### src/rtl/pam_gray_demapper.sv
// pam_gray_demapper
//   Takes PAM-2^BITS_PER_SYM symbols over a ready/valid handshake, buffers them
//   in a small FIFO, optionally gray-decodes each symbol as it is loaded into
//   the output shifter, and serialises the decoded bits one per cycle.
//   Backpressure is honoured on both the symbol side and the bit side.
//
// Parameters
//   BITS_PER_SYM  bits per symbol (1..8)
//   FIFO_DEPTH    symbol FIFO entries (power of two, >= 2)
//   MSB_FIRST     1: serialise decoded MSB first, 0: LSB first
//
// Ports
//   clk              rising-edge clock
//   rstn             asynchronous active-low reset
//   gray_en          1: gray-decode at shifter load, 0: pass binary through
//   symbol_in        raw symbol
//   symbol_in_valid  symbol_in is valid this cycle
//   symbol_in_ready  FIFO can accept a symbol (registered level only)
//   data_out         serial decoded bit
//   data_out_valid   data_out is valid
//   data_out_ready   downstream consumes data_out this cycle
//   fifo_level       symbols held in the FIFO, not counting the shifter

module pam_gray_demapper #(
  parameter int BITS_PER_SYM = 2,
  parameter int FIFO_DEPTH   = 4,
  parameter bit MSB_FIRST    = 1'b1
) (
  input  logic                          clk,
  input  logic                          rstn,
  input  logic                          gray_en,
  input  logic [BITS_PER_SYM-1:0]       symbol_in,
  input  logic                          symbol_in_valid,
  output logic                          symbol_in_ready,
  output logic                          data_out,
  output logic                          data_out_valid,
  input  logic                          data_out_ready,
  output logic [$clog2(FIFO_DEPTH):0]   fifo_level
);

  localparam int PW = $clog2(FIFO_DEPTH);
  localparam int CW = $clog2(BITS_PER_SYM + 1);
  localparam logic [PW:0]   LEVEL_FULL = (PW+1)'(FIFO_DEPTH);
  localparam logic [CW-1:0] CNT_LOAD   = CW'(BITS_PER_SYM);

  logic [BITS_PER_SYM-1:0] mem [FIFO_DEPTH];
  logic [PW-1:0]           wr_ptr;
  logic [PW-1:0]           rd_ptr;
  logic                    in_active;
  logic [BITS_PER_SYM-1:0] shift_reg;
  logic [CW-1:0]           count;
  logic                    push;
  logic                    pop;
  logic                    advance;
  logic                    fifo_empty;

  // Gray to binary: each binary bit is the XOR of all gray bits at or above it.
  function automatic logic [BITS_PER_SYM-1:0] gray_decode(
    input logic [BITS_PER_SYM-1:0] g,
    input logic                    en
  );
    logic [BITS_PER_SYM-1:0] b;
    b = g;
    if (en) begin
      for (int i = BITS_PER_SYM - 2; i >= 0; i--) begin
        b[i] = b[i+1] ^ g[i];
      end
    end
    return b;
  endfunction

  // Ready is held low during reset and rises on the first edge after release,
  // so it only ever depends on registered state.
  assign symbol_in_ready = in_active && (fifo_level != LEVEL_FULL);
  assign fifo_empty      = (fifo_level == '0);
  assign push            = symbol_in_valid && symbol_in_ready;
  assign data_out_valid  = (count != '0);
  assign advance         = data_out_valid && data_out_ready;
  // Reload on the last bit's consume so consecutive symbols leave no bubble.
  assign pop             = !fifo_empty &&
                           ((count == '0) || ((count == CW'(1)) && advance));
  assign data_out        = MSB_FIRST ? shift_reg[BITS_PER_SYM-1] : shift_reg[0];

  // Symbol storage; contents need no reset because the level gates every read.
  always_ff @(posedge clk) begin
    if (push) begin
      mem[wr_ptr] <= symbol_in;
    end
  end

  // FIFO pointers, occupancy and the input-enable flag.
  always_ff @(posedge clk or negedge rstn) begin
    if (!rstn) begin
      wr_ptr     <= '0;
      rd_ptr     <= '0;
      fifo_level <= '0;
      in_active  <= 1'b0;
    end else begin
      in_active <= 1'b1;
      if (push) begin
        wr_ptr <= wr_ptr + 1'b1;
      end
      if (pop) begin
        rd_ptr <= rd_ptr + 1'b1;
      end
      if (push && !pop) begin
        fifo_level <= fifo_level + 1'b1;
      end else if (pop && !push) begin
        fifo_level <= fifo_level - 1'b1;
      end
    end
  end

  // Output shifter. The final bit of a symbol is not shifted out, so data_out
  // keeps its last value when the stream underflows.
  always_ff @(posedge clk or negedge rstn) begin
    if (!rstn) begin
      shift_reg <= '0;
      count     <= '0;
    end else if (pop) begin
      shift_reg <= gray_decode(mem[rd_ptr], gray_en);
      count     <= CNT_LOAD;
    end else if (advance) begin
      count <= count - 1'b1;
      if (count != CW'(1)) begin
        if (MSB_FIRST) begin
          shift_reg <= shift_reg << 1;
        end else begin
          shift_reg <= shift_reg >> 1;
        end
      end
    end
  end

endmodule

### config.mk
export PLATFORM = sky130hd
export DESIGN_NAME = pam_gray_demapper
export DESIGN_NICKNAME = d
export VERILOG_FILES = /design/src/rtl/pam_gray_demapper.sv
export SDC_FILE = /design/constraint.sdc
export NUM_CORES = 1
export LEC_CHECK = 0
export BUFFER_PORTS_ARGS = -buffer_cell sky130_fd_sc_hd__buf_2
export CAP_MARGIN = 15
export CORE_MARGIN = 1.5
export CORE_UTILIZATION = 40
export DETAILED_ROUTE_END_ITERATION = 8
export PLACE_DENSITY = 0.6
export SLEW_MARGIN = 20
export SYNTH_ARGS = -nofsm -noshare
export SYNTH_HDL_FRONTEND = slang
export SYNTH_SLANG_ARGS = --single-unit
### constraint.sdc
create_clock -name clk -period 4.1 [get_ports clk]
set_input_delay 0.615 -clock clk [delete_from_list [all_inputs] [get_ports clk]]
set_output_delay 0.615 -clock clk [all_outputs]
set_load 0.03 [all_outputs]
==> Word level (Yosys, flattened, before mapping) <==
Memories as Yosys holds them, arrays and structs flattened.
Cells that the tools add are included.
{ "op_classes": {"n_eq_ne": 3, "add_sub_neg": 5, "n_mux": 10, "bitwise_logic": 1, "reduce_logical": 18} }
{ "ops": {"columns": ["op", "n"], "rows": [
  ["$mux 2", 5],
  ["$reduce_bool 2->1", 4],
  ["$logic_and 1x1->1", 7],
  ["$mux 3", 2],
  ["$add 2x1->2 const B", 2],
  ["$add 3x1->3 const B", 1],
  ["$logic_not 1->1", 3],
  ["$logic_not 3->1", 1],
  ["$mux 1", 3],
  ["$ne 3x3->1 const B", 1],
  ["$sub 3x1->3 const B", 1],
  ["$eq 2x1->1 const B", 1],
  ["$logic_not 2->1", 1],
  ["$ne 2x1->1 const B", 1],
  ["$reduce_and 2->1", 1],
  ["$sub 2x1->2 const B", 1],
  ["$logic_or 1x1->1", 1],
  ["$xor 1x1->1", 1]
]} }
{ "totals": {"mem_count": 1, "output_inout_bits": 6, "in_bits": 7, "wordCells": 44, "ramBits": 8, "ff_bits": 12} }
{ "mem_list": {"columns": ["memory", "depth", "word_bits", "rd", "rd_clocked_by_memory_dff", "write_ports", "line", "rtl"], "rows": [
  ["mem", 4, 2, 1, 0, 1, "46", "logic [BITS_PER_SYM-1:0] mem [FIFO_DEPTH];"]
]} }

==> Longest topological paths before layout <==
{ "depth": {"depth_word": 8, "mapped_depth": 12, "ltp_nobuf": 11} }

==> Least setup slack after synthesis <==
OpenSTA, ideal clock, no wires.
{ "synth_path": {"kind": "reg-to-reg", "from": "register fifo_level[0]", "to": "register fifo_level[2]", "slack_ps": 1597, "arrival_ps": 2422, "required_ps": 4019, "period_less_slack_ps": 2503, "stages_incl_launch_ff": 10, "setup_time_ps": 81, "cell_sequence": "dfrtp_1 > nor2_1 > a21boi_2 > and2_0 > ha_1 > inv_1 > fa_1 > xor2_1 > nor2_1 > xor2_1"} }
{ "synth_between": {"elab_chain_cells": 6, "elab_cells_between_ends": 15, "cone_classes": "add/sub (2); eq/ne (1); mux (2); reduce/logical (10)"} }
{ "synth_rtl": {"columns": ["element", "line", "rtl"], "rows": [
  ["start, declared", "38", "output logic [$clog2(FIFO_DEPTH):0] fifo_level"],
  ["start signal, assigned", "107", "fifo_level <= fifo_level + 1'b1;"],
  ["start signal, assigned", "109", "fifo_level <= fifo_level - 1'b1;"],
  ["$ne 3x3->1 (*)", "74", "assign symbol_in_ready = in_active && (fifo_level != LEVEL_FULL);"],
  ["$logic_and 1x1->1 (*)", "74", null],
  ["named net symbol_in_ready", "34", "output logic symbol_in_ready,"],
  ["$logic_and 1x1->1 (*)", "76", "assign push = symbol_in_valid && symbol_in_ready;"],
  ["named net push", "52", "logic push;"],
  ["$logic_not 1->1", "108", "end else if (pop && !push) begin"],
  ["$logic_and 1x1->1", "108", null],
  ["$reduce_bool 2->1 (no source line)", null, null]
]} }
The timed path passes the listed nets; every way through them passes the cells marked *. The select of a mux whose other input is x is not followed.
A chain may end at the register's enable or synchronous reset.

==> Worst setup path in the final report <==
{ "layout_path": {"from": "register fifo_level[0]", "to": "register fifo_level[2]"} }
{ "layout_between": {"elab_chain_cells": 6, "elab_cells_between_ends": 15, "cone_classes": "add/sub (2); eq/ne (1); mux (2); reduce/logical (10)"} }
{ "layout_rtl": {"columns": ["element", "line"], "rows": [
  ["$ne 3x3->1 (*)", "74"],
  ["$logic_and 1x1->1 (*)", "74"],
  ["$logic_and 1x1->1 (*)", "76"],
  ["named net push", "52"],
  ["$logic_not 1->1", "108"],
  ["$logic_and 1x1->1", "108"],
  ["$reduce_bool 2->1 (no source line)", null]
]} }
Marked as above.

==> out/metrics.cfg <==
[synth]
synth_top_area_cell=dfrtp_1
async_flop_share=0.600
synth-seq-cells=20
synth_top_area_share=0.291
ys_warn_count=0
synth_top_flop_cell=dfrtp_1
synthCells=81
synth.most_common_cell=dfrtp_1
synth_cell_types=30
synth.area.top_cells=dfrtp_1 (29%), edfxtp_1 (23%), ha_1 (8.5%)
yosys-top-cells-count=dfrtp_1 (12), edfxtp_1 (8), ha_1 (7), inv_1 (7)
syn-cell-area_um2=1030
syn_area_per_cell_um2=12.7
synth-seq-area-share=0.524
syn_nets=96
synth-edff-count=8

[detailed_routing]
firstDrtPassIters=4
vias=597
drc=0
antenna_left=0
drt_iter0_markers=10
wl_mm=1.49
wl_per_cell_um=11.9
vias_per_cell=4.78

[clock_tree]
cts_buffers=3
htreeDepth=1
postCtsHoldBufs=0
clockBufferDepth=2
post-cts-setup-buffers=0
clk_pin_slew_ns=0.12
insertion_delay_ns=0.30
cts.sinks=20
cts_resized=0
root_buffer=clkbuf_4
tritoncts=yes

[setup_path]
critPathKind=reg2reg
cpLargestDelayFamily=adder cells
r2r_slack_ns=1.80
reg2reg_depth=9
cp_max_fo=6
path_buf_inv=1
worstPathCellList=nor2_1 -> a21boi_2 -> and2_0 -> ha_1 -> inv_1 -> fa_1 -> xor2_1 -> nor2_1 -> xor2_1
r2r-end=fifo_level[2]
setup.worst_path.start_class=flip-flop
cp-startpoint=fifo_level[0]
critPathArrivalTime_ns=2.54
slowest_stage=dfrtp_1
critPathCaptureType=flip-flop
worst_path_largest_cell_delay_ns=0.50
r2r_start=fifo_level[0]
cp.required_ns=4.34

[sta]
grt_setup_unrepaired=false
skew_ns=0.0105
tns_ns=0
setup-violations-final=0
clock.fmax_mhz=434
hold_viol_final=0
min_period_ns=2.30
final_max_slew_viol_count=0
layout_worst_path_cycle_share=0.562

[placed_design]
gp_congestion=0.696
portBuffers=12
hpwlAfterDp_mm=1.15
placed_cell_area_um2=1110

[layout]
nFillCells=225
reg_top3=mem (8), fifo_level (3)
design_area_um2=1170
antenna_cells=0
nets=111
register_area_um2=541
drive_above_1_share=0.263
largest_register_ffs=8
multiInputGateArea_um2=449
syn_to_final_growth_pct=13.0
regMostFlops=mem

[global_route]
grt_pass1_vias=610
globalRouteTotalUtil=0.133
grt_max_degree=13
grt_overflow=0
antenna_found_initial=0
grt_first_pass_wirelength_mm=2.66

[floorplan]
core_area_um2=2450
die_h_um=53.8
die_w_um=53.8
initial_core_util=0.420
ios=13
row_count=18
die-area_um2=2890

[hold_path]
worst_hold_path_type=in2async

[power]
finalPower_uw=871
power.density_nw_per_um2=747
peakVddDrop_uv=447
cellLeakagePower_nw=0.528

[status]
run_status=finished, final reports clean

[flow_run]
maxCapViolCount=0

[logic make-up after synthesis]
| kind of cell | Yosys count | synth area share |
|---|---|---|
| mux | 8 | 0.0982 |
| fa+ha+maj | 8 | 0.104 |
| xor+xnor | 7 | 0.0594 |
| buf+inv | 9 | 0.0412 |
| other cells | 1 | 0.00363 |
| simple gates | 18 | 0.103 |
| flops | 20 | 0.524 |
| compound gates | 10 | 0.0667 |
[worst max-delay path by stage]
| stage | end | slack [ns] | cells after the start |
|---|---|---|---|
| 6_report | fifo_level[2] | 1.80 | 9 |
| 5_1_grt | fifo_level[2] | 1.60 | 9 |
| 4_1_cts | fifo_level[2] | 1.78 | 9 |
| 3_5_place_dp | fifo_level[2] | 1.81 | 9 |
| 3_3_place_gp | fifo_level[2] | 1.82 | 9 |
| 2_1_floorplan | fifo_level[2] | 1.60 | 9 |
[layer usage]
metal | GRT usage | wire length (µm) | part of all wire
met1 | 0.169 | 715 | 0.48
met2 | 0.211 | 696 | 0.47
met3 | 0.0417 | 58 | 0.039
met4 | 0.0513 | 15 | 0.010
met5 | 0 | 0 | 0
[stage by stage]
step            util  setup WS [ns]  hold WS [ns]  cells
6_report       0.475           1.80         0.162    125
5_1_grt        0.475           1.60         0.170    125
3_5_place_dp   0.454           1.81         0.496    121
4_1_cts        0.475           1.78         0.169    125
3_3_place_gp   0.454           1.82         0.485    121
2_1_floorplan      -           1.60         0.319     81
[placed cells by master, fill, tap and decap left out, types with 2 or more instances in the layout]
cell type  synthesis  routed
clkbuf_4           0       3
a21oi_1            2       2
and3_1             4       4
inv_1              7       7
nor2_1             3       3
ha_1               7       7
o21ai_0            3       3
dfrtp_1           12      12
nand2b_1           2       2
mux2_2             3       3
nand2_1            4       4
mux2i_1            3       3
xnor2_1            3       3
buf_2              1      12
xor2_1             4       4
edfxtp_1           8       8
[layout make-up]
| cell class | instances | share of cell area |
|---|---|---|
| repair buffers | 12 | 0.0515 |
| clock buffers | 3 | 0.0193 |
| flip-flops and latches | 20 | 0.464 |
| inverters | 7 | 0.0225 |
| multi-input cells | 52 | 0.385 |
| clock inverters | 1 | 0.0258 |
| well taps | 30 | 0.0322 |
[worst register-to-register path, cell delays in order, from the launching register on]
cell	delay (ns)
dfrtp_1	0.50
nor2_1	0.10
a21boi_2	0.25
and2_0	0.29
ha_1	0.22
inv_1	0.06
fa_1	0.37
xor2_1	0.17
nor2_1	0.13
xor2_1	0.15
[power breakdown]
group | leakage [nW] | switching [mW] | internal, mW | total, mW
Clock | 0.0279 | 0.0620 | 0.0987 | 0.161
Sequential | 0.215 | 0.0726 | 0.272 | 0.345
Combinational | 0.284 | 0.194 | 0.171 | 0.366
Total | 0.528 | 0.329 | 0.542 | 0.871
(Power assumes the default switching activity.)
